$ cat config.mk
export PLATFORM = sky130hd
export DESIGN_NAME = ysyx_23060240_csr_file_flat
export DESIGN_NICKNAME = d
export VERILOG_FILES = /design/src/rtl/ysyx_23060240_csr_pkg.sv /design/src/rtl/ysyx_23060240_csr_file_if.sv /design/src/rtl/ysyx_23060240_csr_counter.sv /design/src/rtl/ysyx_23060240_csr_file.sv /design/src/flat_wrapper.sv
export SDC_FILE = /design/constraint.sdc
export NUM_CORES = 1
export LEC_CHECK = 0
export ABC_AREA = 1
export CORE_AREA = 3 3 130 132
export CTS_CLUSTER_DIAMETER = 150
export DETAILED_ROUTE_END_ITERATION = 10
export DIE_AREA = 0 0 133 135
export PLACE_DENSITY = 0.77
export SYNTH_ARGS = -nofsm -noshare
export SYNTH_HDL_FRONTEND = slang
export SYNTH_SLANG_ARGS = --single-unit
$ cat constraint.sdc
create_clock -name clk -period 2.4 [get_ports clk]
set_clock_uncertainty 0.05 [all_clocks]
set_input_delay 0.6 -clock clk [delete_from_list [all_inputs] [get_ports clk]]
set_output_delay 0.6 -clock clk [all_outputs]
set_load 0.02 [all_outputs]
$ cat src/rtl/ysyx_23060240_csr_pkg.sv
// ysyx_23060240_csr_pkg: CSR addresses, csr_op encodings, mstatus fields and cause codes.
// Counter addresses are only decoded when CSR_COUNTERS_EN is defined.
package ysyx_23060240_csr_pkg;
  typedef enum logic [1:0] {
    CSR_NONE = 2'b00,
    CSR_RW   = 2'b01,
    CSR_RS   = 2'b10,
    CSR_RC   = 2'b11
  } csr_op_e;
  localparam logic [11:0] CSR_MSTATUS   = 12'h300;
  localparam logic [11:0] CSR_MTVEC     = 12'h305;
  localparam logic [11:0] CSR_MSCRATCH  = 12'h340;
  localparam logic [11:0] CSR_MEPC      = 12'h341;
  localparam logic [11:0] CSR_MCAUSE    = 12'h342;
  localparam logic [11:0] CSR_MVENDORID = 12'hF11;
  localparam logic [11:0] CSR_MARCHID   = 12'hF12;
  localparam logic [11:0] CSR_MHARTID   = 12'hF14;
  localparam logic [11:0] CSR_MCYCLE    = 12'hB00;
  localparam logic [11:0] CSR_MCYCLEH   = 12'hB80;
  localparam logic [11:0] CSR_MINSTRET  = 12'hB02;
  localparam logic [11:0] CSR_MINSTRETH = 12'hB82;
  localparam int MSTATUS_MIE  = 3;
  localparam int MSTATUS_MPIE = 7;
  localparam int MSTATUS_MPP_LO = 11;
  localparam int MSTATUS_MPP_HI = 12;
  localparam logic [31:0] MSTATUS_RESET = 32'h0000_1800;
  localparam int CAUSE_ECALL_M = 11;
endpackage

$ cat src/rtl/ysyx_23060240_csr_file_if.sv
// ysyx_23060240_csr_file_if: commit-time CSR access, trap and redirect signals.
// master is the retire stage, slave is the CSR file.
interface ysyx_23060240_csr_file_if #(parameter int XLEN = 32);
  logic            commit;
  logic [XLEN-1:0] pc;
  logic [1:0]      csr_op;
  logic [11:0]     csr_addr;
  logic [XLEN-1:0] csr_wdata;
  logic            csr_src_zero;
  logic            ecall;
  logic            mret;
  logic [XLEN-1:0] csr_rdata;
  logic            illegal;
  logic            redirect;
  logic [XLEN-1:0] redirect_pc;
  modport master (
    output commit, pc, csr_op, csr_addr, csr_wdata, csr_src_zero, ecall, mret,
    input  csr_rdata, illegal, redirect, redirect_pc
  );
  modport slave (
    input  commit, pc, csr_op, csr_addr, csr_wdata, csr_src_zero, ecall, mret,
    output csr_rdata, illegal, redirect, redirect_pc
  );
endinterface

$ cat src/rtl/ysyx_23060240_csr_counter.sv
// ysyx_23060240_csr_counter: 2*W-bit counter with increment enable and per-half write ports.
// A write to either half wins over the increment for that cycle.
module ysyx_23060240_csr_counter #(
  parameter int W = 32
) (
  input  logic           clk,
  input  logic           rst_n,
  input  logic           inc_i,
  input  logic           wr_lo_i,
  input  logic           wr_hi_i,
  input  logic [W-1:0]   wdata_i,
  output logic [2*W-1:0] cnt_o
);
  logic [2*W-1:0] cnt_q, cnt_d;
  always_comb cnt_d = wr_lo_i ? {cnt_q[2*W-1:W], wdata_i} :
                      wr_hi_i ? {wdata_i, cnt_q[W-1:0]} :
                      inc_i   ? cnt_q + (2*W)'(1) : cnt_q;
  always_ff @(posedge clk or negedge rst_n)
    if (!rst_n) cnt_q <= '0;
    else cnt_q <= cnt_d;
  assign cnt_o = cnt_q;
endmodule

$ cat src/rtl/ysyx_23060240_csr_file.sv
// ysyx_23060240_csr_file: machine-mode CSR file with CSRRW/RS/RC, ecall/mret and illegal flagging.
// Define CSR_COUNTERS_EN to add the 64-bit mcycle/minstret counters.
module ysyx_23060240_csr_file
  import ysyx_23060240_csr_pkg::*;
#(
  parameter int              XLEN        = 32,
  parameter logic [XLEN-1:0] MTVEC_RESET = '0,
  parameter logic [XLEN-1:0] MHARTID     = '0,
  parameter logic [XLEN-1:0] ECALL_CAUSE = XLEN'(CAUSE_ECALL_M)
) (
  input logic clk,
  input logic rst_n,
  ysyx_23060240_csr_file_if.slave bus
);
  logic            mie_q, mie_d, mpie_q, mpie_d;
  logic [XLEN-1:0] mtvec_q, mtvec_d, mepc_q, mepc_d;
  logic [XLEN-1:0] mscratch_q, mscratch_d, mcause_q, mcause_d;
  logic [XLEN-1:0] mstatus, old, nval;
  logic            op_en, src_wr, imp, ro, ill, trap, ret, we;
`ifdef CSR_COUNTERS_EN
  logic [2*XLEN-1:0] mcycle, minstret;
  ysyx_23060240_csr_counter #(.W(XLEN)) u_mcycle (
    .clk, .rst_n,
    .inc_i   (1'b1),
    .wr_lo_i (we && bus.csr_addr == CSR_MCYCLE),
    .wr_hi_i (we && bus.csr_addr == CSR_MCYCLEH),
    .wdata_i (nval),
    .cnt_o   (mcycle)
  );
  ysyx_23060240_csr_counter #(.W(XLEN)) u_minstret (
    .clk, .rst_n,
    .inc_i   (bus.commit),
    .wr_lo_i (we && bus.csr_addr == CSR_MINSTRET),
    .wr_hi_i (we && bus.csr_addr == CSR_MINSTRETH),
    .wdata_i (nval),
    .cnt_o   (minstret)
  );
`endif
  // Only MIE/MPIE are stored; MPP is hardwired to M-mode.
  always_comb begin
    mstatus = XLEN'(MSTATUS_RESET);
    mstatus[MSTATUS_MIE] = mie_q;
    mstatus[MSTATUS_MPIE] = mpie_q;
  end
  always_comb begin
    old = '0;
    imp = 1'b1;
    ro = 1'b0;
    case (bus.csr_addr)
      CSR_MSTATUS:  old = mstatus;
      CSR_MTVEC:    old = mtvec_q;
      CSR_MSCRATCH: old = mscratch_q;
      CSR_MEPC:     old = mepc_q;
      CSR_MCAUSE:   old = mcause_q;
      CSR_MVENDORID, CSR_MARCHID: ro = 1'b1;
      CSR_MHARTID: begin
        old = MHARTID;
        ro = 1'b1;
      end
`ifdef CSR_COUNTERS_EN
      CSR_MCYCLE:    old = mcycle[XLEN-1:0];
      CSR_MCYCLEH:   old = mcycle[2*XLEN-1:XLEN];
      CSR_MINSTRET:  old = minstret[XLEN-1:0];
      CSR_MINSTRETH: old = minstret[2*XLEN-1:XLEN];
`endif
      default: imp = 1'b0;
    endcase
  end
  assign op_en  = bus.csr_op != CSR_NONE;
  assign src_wr = op_en && !((bus.csr_op == CSR_RS || bus.csr_op == CSR_RC) && bus.csr_src_zero);
  assign ill    = op_en && (!imp || (ro && src_wr));
  assign trap   = bus.commit && bus.ecall;
  assign ret    = bus.commit && bus.mret && !bus.ecall;
  assign we     = bus.commit && src_wr && !ill && !bus.ecall && !bus.mret;
  assign nval   = bus.csr_op == CSR_RW ? bus.csr_wdata :
                  bus.csr_op == CSR_RS ? old | bus.csr_wdata : old & ~bus.csr_wdata;
  assign bus.csr_rdata   = op_en ? old : '0;
  assign bus.illegal     = ill;
  assign bus.redirect    = bus.commit && (bus.ecall || bus.mret);
  assign bus.redirect_pc = bus.ecall ? mtvec_q : mepc_q;
  always_comb begin
    mie_d      = mie_q;
    mpie_d     = mpie_q;
    mtvec_d    = mtvec_q;
    mepc_d     = mepc_q;
    mscratch_d = mscratch_q;
    mcause_d   = mcause_q;
    if (trap) begin
      mepc_d   = bus.pc & ~XLEN'(3);
      mcause_d = ECALL_CAUSE;
      mpie_d   = mie_q;
      mie_d    = 1'b0;
    end else if (ret) begin
      mie_d  = mpie_q;
      mpie_d = 1'b1;
    end else if (we) begin
      case (bus.csr_addr)
        CSR_MSTATUS: begin
          mie_d  = nval[MSTATUS_MIE];
          mpie_d = nval[MSTATUS_MPIE];
        end
        CSR_MTVEC:    mtvec_d    = nval & ~XLEN'(3);
        CSR_MSCRATCH: mscratch_d = nval;
        CSR_MEPC:     mepc_d     = nval & ~XLEN'(3);
        CSR_MCAUSE:   mcause_d   = nval;
        default: ;
      endcase
    end
  end
  always_ff @(posedge clk or negedge rst_n)
    if (!rst_n) begin
      mie_q      <= 1'b0;
      mpie_q     <= 1'b0;
      mtvec_q    <= MTVEC_RESET & ~XLEN'(3);
      mepc_q     <= '0;
      mscratch_q <= '0;
      mcause_q   <= '0;
    end else begin
      mie_q      <= mie_d;
      mpie_q     <= mpie_d;
      mtvec_q    <= mtvec_d;
      mepc_q     <= mepc_d;
      mscratch_q <= mscratch_d;
      mcause_q   <= mcause_d;
    end
endmodule

$ cat src/flat_wrapper.sv
// flat-port wrapper written by rule: the top's interface ports become plain ports
module ysyx_23060240_csr_file_flat import ysyx_23060240_csr_pkg::*;
#(
  parameter int              XLEN        = 32,
  parameter logic [XLEN-1:0] MTVEC_RESET = '0,
  parameter logic [XLEN-1:0] MHARTID     = '0,
  parameter logic [XLEN-1:0] ECALL_CAUSE = XLEN'(CAUSE_ECALL_M)
)
  (clk, rst_n, bus_commit, bus_pc, bus_csr_op, bus_csr_addr, bus_csr_wdata, bus_csr_src_zero, bus_ecall, bus_mret, bus_csr_rdata, bus_illegal, bus_redirect, bus_redirect_pc);
  ysyx_23060240_csr_file_if #(.XLEN(XLEN)) bus_i ();
  input logic clk;
  input logic rst_n;
  input wire logic [$bits(bus_i.commit)-1:0] bus_commit;
  input wire logic [$bits(bus_i.pc)-1:0] bus_pc;
  input wire logic [$bits(bus_i.csr_op)-1:0] bus_csr_op;
  input wire logic [$bits(bus_i.csr_addr)-1:0] bus_csr_addr;
  input wire logic [$bits(bus_i.csr_wdata)-1:0] bus_csr_wdata;
  input wire logic [$bits(bus_i.csr_src_zero)-1:0] bus_csr_src_zero;
  input wire logic [$bits(bus_i.ecall)-1:0] bus_ecall;
  input wire logic [$bits(bus_i.mret)-1:0] bus_mret;
  output wire logic [$bits(bus_i.csr_rdata)-1:0] bus_csr_rdata;
  output wire logic [$bits(bus_i.illegal)-1:0] bus_illegal;
  output wire logic [$bits(bus_i.redirect)-1:0] bus_redirect;
  output wire logic [$bits(bus_i.redirect_pc)-1:0] bus_redirect_pc;
  assign bus_i.commit = bus_commit;
  assign bus_i.pc = bus_pc;
  assign bus_i.csr_op = bus_csr_op;
  assign bus_i.csr_addr = bus_csr_addr;
  assign bus_i.csr_wdata = bus_csr_wdata;
  assign bus_i.csr_src_zero = bus_csr_src_zero;
  assign bus_i.ecall = bus_ecall;
  assign bus_i.mret = bus_mret;
  assign bus_csr_rdata = bus_i.csr_rdata;
  assign bus_illegal = bus_i.illegal;
  assign bus_redirect = bus_i.redirect;
  assign bus_redirect_pc = bus_i.redirect_pc;
  ysyx_23060240_csr_file #(.XLEN(XLEN), .MTVEC_RESET(MTVEC_RESET), .MHARTID(MHARTID), .ECALL_CAUSE(ECALL_CAUSE)) u_core (.clk(clk), .rst_n(rst_n), .bus(bus_i));
endmodule
### Word-level counts from Yosys, hierarchy flattened

Cells that the tools add are included.
W data, S select, Z words.

* bits in registers: 128
* logic and storage cells: 79
* output and inout port bits: 66

* bitwise gates (word level): 5
* equality and inequality tests: 12
* reduce and logical (&&, ||, !) cells: 33
* mux-type cells: 23

Operators with widths (count)
* $mux W32: 12
* $pmux W32 S5: 1
* $eq A12 B10 Y1 const B: 5
* $eq A12 B12 Y1 const B: 3
* $and A32 B32 Y32: 1
* $not A32 Y32: 1
* $or A32 B32 Y32: 1
* $logic_and A1 B1 Y1: 12
* $mux W1: 10
* $reduce_and A4 Y1: 2
* $reduce_bool A2 Y1: 4
* $reduce_or A8 Y1: 1
* $reduce_and A3 Y1: 2
* $reduce_bool A3 Y1: 2
* $logic_not A1 Y1: 5
* $eq A2 B2 Y1 const B: 2
* $logic_or A1 B1 Y1: 3
* $reduce_or A3 Y1: 1
* $eq A2 B1 Y1 const B: 1
* $ne A2 B1 Y1 const B: 1
* $not A1 Y1: 2
* $reduce_and A2 Y1: 1

### Depth between registers and ports, before layout

* depth in word-level cells: 15
* depth in mapped cells: 15
* mapped depth without buffers: 13

### Least setup slack after synthesis

OpenSTA, ideal clock, no wires.

* path kind: input-to-output
* from: in bus_csr_addr[4]
* to: out bus_csr_rdata[10]
* path buffers: 1
* arrival time: 1.939 ns
* path slack: -0.189 ns
* stages: 8
* required time: 1.750 ns
* cell sequence: nor2_1 -> nand2_1 -> nor2_2 -> nand2_2 -> inv_1 -> clkbuf_1 -> a221oi_1 -> nor2_1

* word-level cells in the longest chain between the ends: 3

Ends and longest elaborated chain
* from (decl): line flat_wrapper.sv:16 `input wire logic [$bits(bus_i.csr_addr)-1:0] bus_csr_addr;`
* $eq A12 B10 Y1: line ysyx_23060240_csr_file.sv:49 `case (bus.csr_addr)`
* $pmux W32 S5 (*): line ysyx_23060240_csr_file.sv:49
* $mux W32 (*): line ysyx_23060240_csr_file.sv:77 `assign bus.csr_rdata = op_en ? old : '0;`
* to (decl): line flat_wrapper.sv:21 `output wire logic [$bits(bus_i.csr_rdata)-1:0] bus_csr_rdata;`

Every way passes the cells marked *; elsewhere a longest branch is shown, timed or not.

### Final worst setup path

* from: in bus_csr_addr[11]
* to: out bus_csr_rdata[12]

The elaborated chain is that of the path after synthesis.

==> flow_summary.json <==
{
  "power_leakage_uw": 0.00623,
  "nFillCells": 986,
  "place_hpwl_mm": 17.8,
  "portBuffers": 145,
  "gr-usage-all-layers_pct": 34.3,
  "grt_pass1_wl_mm": 48.7,
  "boundaryPins": 150,
  "fin_crit_ns": 2.81,
  "antenna_found_initial": 0,
  "slew-limit-headroom_pct": 55.2,
  "synth_area_per_cell_um2": 6.67,
  "ys.warnings.count": 0,
  "setup_viol": 67,
  "maxCapViolCount": 0,
  "num_antenna_cells": 0,
  "synth_top_area_share_pct": 41.7,
  "yosysMostFrequentCell": "nand2_1",
  "clockRootBuffer": "clkbuf_16",
  "cts_buffers": 17,
  "dp_cells": 1524,
  "cts_tree": "yes",
  "die_x_um": 133,
  "worst_pin_slew_ns": 0.666,
  "htree_levels": 4,
  "clock_sinks": 126,
  "synth_commonest_cells": "nand2_1 (395), o21ai_0 (151), nand3_1 (131)",
  "ys_seq_elements": 126,
  "clkLatencyLatePin_ns": 0.43,
  "async_reset_ff_share_pct": 100,
  "rsz0062_at_grt": "yes",
  "synth_area_um2": 7560,
  "rows": 46,
  "r2r_slack_ns": 0.46,
  "power_density_nw_per_um2": 506,
  "synthFlopType": "dfrtp_1",
  "critPathCaptureType": "output port",
  "wl_per_cell_um": 21.5,
  "synth_edf_count": 0,
  "fin_util_pct": 76.9,
  "r2r-end": "u_core.mcause_q[11]$_DFFE_PN0P_",
  "grt_pass1_vias": 9212,
  "place.gp.congestion": 0.928,
  "die_area_um2": 18000,
  "status": "complete, but fails checks",
  "clk_path_buf_depth": 2,
  "drc": 0,
  "gr-total-overflow": 0,
  "finalSetupTns_ns": -12.04,
  "drtPass1Iterations": 8,
  "synth_cells": 1134,
  "area_growth_pct": 61.0,
  "synthTopCellsByArea": "dfrtp_1 (42%), nand2_1 (20%), o21ai_0 (10%)",
  "initialDrtViolationCount": 1455,
  "core_um2": 15800,
  "cp.arrival_ns": 2.16,
  "yosysSeqAreaShare_pct": 41.7,
  "drt-vias-per-instance": 6.08,
  "start_kind": "input pin",
  "ys_types": 30,
  "violations": "setup timing",
  "required_ns": 1.75,
  "dr_total_vias": 9776,
  "grt_max_degree": 53,
  "wirelength_mm": 34.6,
  "clk_pin_slew_ns": 0.06,
  "yosysTopAreaCell": "dfrtp_1",
  "start_util_pct": 47.8,
  "layout-drive-gt1-share_pct": 28.0,
  "ant_nets": 0,
  "finalNonFillerCells": 1608,
  "nNetsFinal": 1464,
  "cts_hold_buffers": 0,
  "cp_max_fo": 4,
  "rr_worst_depth": 8,
  "worstHoldPathType": "input pin to asynchronous set/reset pin",
  "finalHoldViolCount": 0,
  "rr_startpoint": "u_core.mtvec_q[11]$_DFFE_PN0P_",
  "slew_viol_final": 0,
  "ir_drop_uv": 544,
  "path_class": "input pin to output port",
  "fmax_mhz": 355,
  "setup_ws_ns": -0.413,
  "die_h_um": 135,
  "fin_crit_sh_pct": 117
}
## stage by stage
step / hold slack (ns) / instance area (µm²) / power, µW / worst slack [ns]
finish: 0.0558 / 12200 / 6160 / -0.413
global route: 0.0897 / 12200 / 6300 / -0.461
CTS: 0.0719 / 11700 / 6050 / -0.318
detailed placement: 0.416 / 10100 / 3110 / -1.14
global placement: 0.412 / 10100 / 3100 / -1.05
floorplan: 0.254 / 7650 / 2640 / -0.0272
## worst max-delay path, cell delays in order
cell,delay [ns]
buf_8,0.11
inv_6,0.05
nand2_4,0.06
nor2_4,0.13
nand2_2,0.09
nor2_4,0.24
buf_12,0.17
buf_8,0.13
nand2_4,0.04
o21ai_1,0.07
nor3_1,0.06
nor2_1,0.22
buf_4,0.20
## layer usage
metal / vias to the layer above / track usage, % / wire length (µm)
met5: - / 0 / 0
met4: 0 / 20.0 / 2780
met3: 279 / 8.53 / 4240
met2: 913 / 55.6 / 15500
met1: 4437 / 41.8 / 12000
li1: 4147 / - / -
## cell usage in the layout, fill, tap and decap left out, types with 2 or more instances in the layout
master and count:
inv_6 2, clkdlybuf4s50_1 64, dlymetal6s2s_1 5, bufinv_16 5
clkbuf_16 19, o21ai_0 116, a221oi_4 4, a21oi_1 3
nand2_4 18, buf_8 9, clkinv_2 2, nor2_4 15
clkinvlp_4 2, dlygate4sd2_1 28, dfrtp_1 126, o21ai_4 14
buf_4 93, a221oi_2 17, a21oi_2 3, nor2_2 25
nor4_2 2, nand2_2 22, a31oi_1 2, o21ai_2 13
clkbuf_8 4, buf_6 51, buf_2 6, nand2_1 357
inv_2 14, buf_12 33, o21ai_1 14, inv_1 89
inv_4 4, nand3_1 128, nand3_4 3, nor2_1 63
conb_1 2
## logic make-up after synthesis
logic type | Yosys count | synth area share, %
simple gates | 640 | 34.9
compound gates | 191 | 13.8
other cells | 1 | 0.0496
flops | 126 | 41.7
buf+inv | 176 | 9.55
## state kept, by name (all words and copies together), names as in the netlist
register,flops
u_core.mcause_q,32
u_core.mscratch_q,32
u_core.mepc_q,30
u_core.mtvec_q,30
u_core.mie_q,1
u_core.mpie_q,1
## repair_timing
action                     CTS  global route
cloned                       3             3
pin swaps                   40            39
gates resized for setup    433           101
setup endpoints to repair  185           131
buffers inserted            41            15
## report_power, final
group / internal (µW) / switching [µW] / total [µW]
Clock: 1940 / 1010 / 2950
Sequential: 2200 / 44.9 / 2250
Combinational: 380 / 581 / 961
Total: 4530 / 1630 / 6160
## worst max-delay path by stage
stage,cells after the start,endpoint,startpoint
4_1_cts,13,bus_csr_rdata[16],bus_csr_addr[11]
3_3_place_gp,13,bus_csr_rdata[9],bus_csr_addr[7]
2_1_floorplan,12,bus_csr_rdata[24],bus_csr_addr[7]
3_5_place_dp,13,bus_csr_rdata[13],bus_csr_addr[7]
6_report,13,bus_csr_rdata[12],bus_csr_addr[11]
5_1_grt,13,bus_csr_rdata[12],bus_csr_addr[10]
## layout make-up
class                   instances  area [µm²]  share of cell area (%)
multi-input cells             833        4520                    37.1
inverters                     109         429                    3.53
repair buffers                293        3130                    25.8
clock buffers                  21         480                    3.95
well taps                     216         270                    2.22
flip-flops and latches        126        3150                    25.9
clock inverters                10         184                    1.51
(Power assumes the default switching activity.)
==> RTL change 1: new RTL, same flow settings <==
Reset style: synchronous (`rst_n`), changed in one clocked block.
--- a/src/rtl/ysyx_23060240_csr_file.sv
+++ b/src/rtl/ysyx_23060240_csr_file.sv
@@ -108,5 +108,5 @@
     end
   end
-  always_ff @(posedge clk or negedge rst_n)
+  always_ff @(posedge clk)
     if (!rst_n) begin
       mie_q      <= 1'b0;
Function: changed (Yosys sat finds a counterexample within 4 cycles, from zero or initial values and one cycle with rst_n low; the reset may be asserted at any time).
==> RTL change 1 against the original RTL <==
  * The run still ends with setup timing left
  * Sequential cell count unchanged
  * Power fell by 14%
  * Hold slack better by 390 ps
  * Fmax grew 5.6%
  * Global-route usage rose by 2.6 points
  * Critical path depth up 1
  * Utilization down 1.8 points
  * Register-to-register slack improved by 40 ps
  * Synthesized cell count increased by 11%
  * Wire length grew 1.1%
  * Combinational power is 19% lower
  * Area after synthesis fell by 3.6%
  * Final area decreased by 2.3%
  * Worst setup slack better by 150 ps
  * Critical endpoint is now bus_csr_rdata[10]
==> RTL change 1: results <==
{
  "seq_cells": 126,
  "path_max_fanout": 8,
  "hpwlAfterDp_um": 18300,
  "seq_area_frac_synth_pct": 34.6,
  "peakVddDrop_mv": 0.543,
  "comb.multi_input.count": 1006,
  "setup_viol_count_final": 38,
  "grt_pass1_wl_um": 52600,
  "synthTopCellsByCount": "nand2_1, nor2_1, nand3_1, dfxtp_1, o21ai_1",
  "track_usage_pct": 36.9,
  "ys_types": 24,
  "hp-class": "reg -> reg",
  "netlist_top_cells_area": "dfxtp_1, nand2_1, nor2_1",
  "slowest_delay_ps": 170,
  "grt_pass1_vias": 10100,
  "routed_wl_um": 34900,
  "crit_family": "buffers and inverters",
  "post_cts_buffers": 56,
  "rr_worst_depth": 13,
  "worstMarginPinSlew_ps": 762,
  "nNonClkBuffers": 330,
  "holdPathStages": 2,
  "worstReg2RegStart": "u_core.mepc_q[7]$_SDFFE_PN0P_",
  "synthArstFlopShare_pct": 0,
  "cp_slowest_cell": "buf_16",
  "seq_share_pct": 21.2,
  "setup_tns_ps": -6670,
  "violations": "setup timing",
  "nonClkBufAreaFrac_pct": 29.3,
  "power.leakage_uw": 0.00603,
  "antenna_found_initial": 0,
  "clkbuf_count": 22,
  "final_layout_size_suffix_gt1_share_pct": 29.1,
  "viasPerCell": 5.90,
  "first_iter_violations": 1585,
  "cp-endpoint": "bus_csr_rdata[10]",
  "inverters_excl_clock": 41,
  "grt_start_max_net_pins": 66,
  "stdcell_area_um2": 11900,
  "layout.nets": 1606,
  "setup_ws_ps": -263,
  "dp_worst_setup_slack_ps": -1040,
  "gp_congestion": 0.877,
  "multi_input_area_share_pct": 41.4,
  "r2r_slack_ps": 500,
  "synthCells": 1257,
  "r2r-end": "u_core.mcause_q[7]$_SDFFE_PP0P_",
  "placed_cell_area_um2": 9780,
  "crit_start": "bus_csr_addr[11]",
  "synth_compound_area_share_pct": 11.6,
  "postCtsResizedCells": 427,
  "first_pass_iters": 6,
  "hold_end": "u_core.mepc_q[4]$_SDFFE_PN0P_",
  "holdWs_ps": 449,
  "status": "finished, violations left",
  "avgRoutedWirePerCell_um": 20.0,
  "clkCellAreaFrac_pct": 4.40
}
RTL change 1: cell types whose count changed in the layout (fill, tap and decap cells not counted), moves of 55 or more:
| cell | before | now |
|---|---|---|
| o21ai_0 | 116 | 50 |
| nor2_1 | 63 | 238 |
| dfxtp_1 | 0 | 126 |
| o21ai_1 | 14 | 69 |
| inv_1 | 89 | 23 |
| dfrtp_1 | 126 | 0 |
RTL change 1: layer usage:
metal | vias up | global-route usage (%) | share of wire [%]
li1 | 4535 | - | -
met1 | 4643 | 43.6 | 34
met2 | 875 | 59.4 | 46
met3 | 268 | 9.91 | 13
met4 | 0 | 24.0 | 7.5
met5 | - | 0 | 0
RTL change 1: metrics by stage:
step / total power, uW / util [%]
floorplan: 2470 / -
global placement: 2840 / 61.8
detailed placement: 2850 / 61.8
CTS: 5220 / 72.7
global route: 5410 / 75.1
finish: 5300 / 75.1
RTL change 1: power by group:
group | internal, uW | switching (uW)
clock network | 1430 | 951
logic | 342 | 438
registers | 2120 | 22.7
total | 3890 | 1410
==> RTL change 2: new RTL, config.mk and constraints unchanged <==
Made on the original files. `XLEN` is set to 32 in 3 places; all go to 28.
--- a/src/rtl/ysyx_23060240_csr_file_if.sv
+++ b/src/rtl/ysyx_23060240_csr_file_if.sv
@@ -1,5 +1,5 @@
 // ysyx_23060240_csr_file_if: commit-time CSR access, trap and redirect signals.
 // master is the retire stage, slave is the CSR file.
-interface ysyx_23060240_csr_file_if #(parameter int XLEN = 32);
+interface ysyx_23060240_csr_file_if #(parameter int XLEN = 28);
   logic            commit;
   logic [XLEN-1:0] pc;
--- a/src/rtl/ysyx_23060240_csr_file.sv
+++ b/src/rtl/ysyx_23060240_csr_file.sv
@@ -4,5 +4,5 @@
   import ysyx_23060240_csr_pkg::*;
 #(
-  parameter int              XLEN        = 32,
+  parameter int              XLEN        = 28,
   parameter logic [XLEN-1:0] MTVEC_RESET = '0,
   parameter logic [XLEN-1:0] MHARTID     = '0,
--- a/src/flat_wrapper.sv
+++ b/src/flat_wrapper.sv
@@ -2,5 +2,5 @@
 module ysyx_23060240_csr_file_flat import ysyx_23060240_csr_pkg::*;
 #(
-  parameter int              XLEN        = 32,
+  parameter int              XLEN        = 28,
   parameter logic [XLEN-1:0] MTVEC_RESET = '0,
   parameter logic [XLEN-1:0] MHARTID     = '0,
Ports: changed (resized bus_csr_rdata, bus_csr_wdata, bus_pc and bus_redirect_pc); port bits go from 150 to 134. The function was not compared with the original's and may differ.
==> RTL change 2 against the original RTL <==
  * Area after synthesis shrank 11%
  * Worst setup slack gained 190 ps
  * Register-to-register slack gained 70 ps
  * Critical path depth shrank 2
  * Wire length shrank 18%
  * Final area shrank 8.9%
  * Sequential cell count shrank 16
  * Synthesized cell count shrank 7.3%
  * The flow still finishes with violations (setup timing)
  * Largest cell class unchanged
  * Via count shrank 14%
  * Power shrank 28%
==> RTL change 2: results <==
{
  "netlist_top_cells_area": "dfrtp_1, nand2_1, nand3_1",
  "fillers": 1154,
  "synthTopCellsByCount": "nand2_1, dfrtp_1, nand3_1, nor2_1, o21ai_1",
  "path_max_fanout": 6,
  "clk_latency_ps": 360,
  "gp_congestion": 0.932,
  "grt_start_max_net_pins": 65,
  "portBuffers": 129,
  "power.leakage_uw": 0.00616,
  "first_pass_iters": 6,
  "routed_wl_um": 28200,
  "combPwrFrac_pct": 19.6,
  "layout.nets": 1384,
  "met2_usage_pct": 49.0,
  "crit_start": "bus_csr_addr[2]",
  "cts_buffers": 9,
  "r2r-end": "u_core.mscratch_q[19]$_DFFE_PN0P_",
  "dp_worst_setup_slack_ps": -1070,
  "setup_ws_ps": -225,
  "rr_worst_depth": 13,
  "stdcell_area_um2": 11100,
  "synth-xor-area-share_pct": 0.130,
  "synthCells": 1051,
  "violations": "setup timing",
  "status": "finished, violations left",
  "seq_area_frac_synth_pct": 40.9,
  "track_usage_pct": 30.4,
  "setup_viol_count_final": 29,
  "use_met3_pct": 5.40,
  "vias": 8412,
  "wl_met3_um": 2890,
  "grt_pass1_vias": 8347,
  "critPathArrivalTime_ps": 1970
}
[RTL change 2: cell count changes in the layout (fill, tap and decap cells not counted), moves of 24 or more]
| cell | delta |
|---|---|
| o21ai_0 | -105 |
| o21ai_1 | +26 |
| nand2_1 | +115 |
| nand2_4 | +24 |
| nand2_2 | +38 |
| nand3_1 | -46 |
| inv_1 | -73 |
[RTL change 2: critical path: stages]
cell and delay (ps):
buf_8 100, nor2_4 140, buf_6 120, nand3_4 80
nor2_4 280, clkbuf_16 250, nand2_4 60, nand2_4 80
nor2_4 50, nor2_2 90, buf_6 120
[RTL change 2: worst min path at each step]
| stage | startpoint | slack (ps) | to | cells after the start |
|---|---|---|---|---|
| 6_report | rst_n | 90 | u_core.mepc_q[2]$_DFFE_PN0P_ | 1 |
| 2_1_floorplan | rst_n | 250 | u_core.mcause_q[0]$_DFFE_PN0P_ | 0 |
| 4_1_cts | rst_n | 100 | u_core.mtvec_q[2]$_DFFE_PN0P_ | 1 |
| 5_1_grt | rst_n | 110 | u_core.mepc_q[2]$_DFFE_PN0P_ | 1 |
| 3_5_place_dp | u_core.mscratch_q[27]$_DFFE_PN0P_ | 420 | u_core.mscratch_q[27]$_DFFE_PN0P_ | 2 |
| 3_3_place_gp | u_core.mscratch_q[14]$_DFFE_PN0P_ | 410 | u_core.mscratch_q[14]$_DFFE_PN0P_ | 2 |
[RTL change 2: cell type report]
class	count	share of cell area, %
Clock buffer	12	2.40
Clock inverter	3	0.384
Inverter	36	1.34
Multi-Input combinational cell	853	40.3
Sequential cell	110	24.8
Tap cell	216	2.44
Timing Repair Buffer	298	28.3
[RTL change 2: what timing repair did]
item	4_1_cts	5_1_grt
pin swaps	92	73
cloned	9	2
gates resized for setup	417	128
hold buffers	0	0
buffers inserted	48	18
endpoints found under the setup margin	164	62
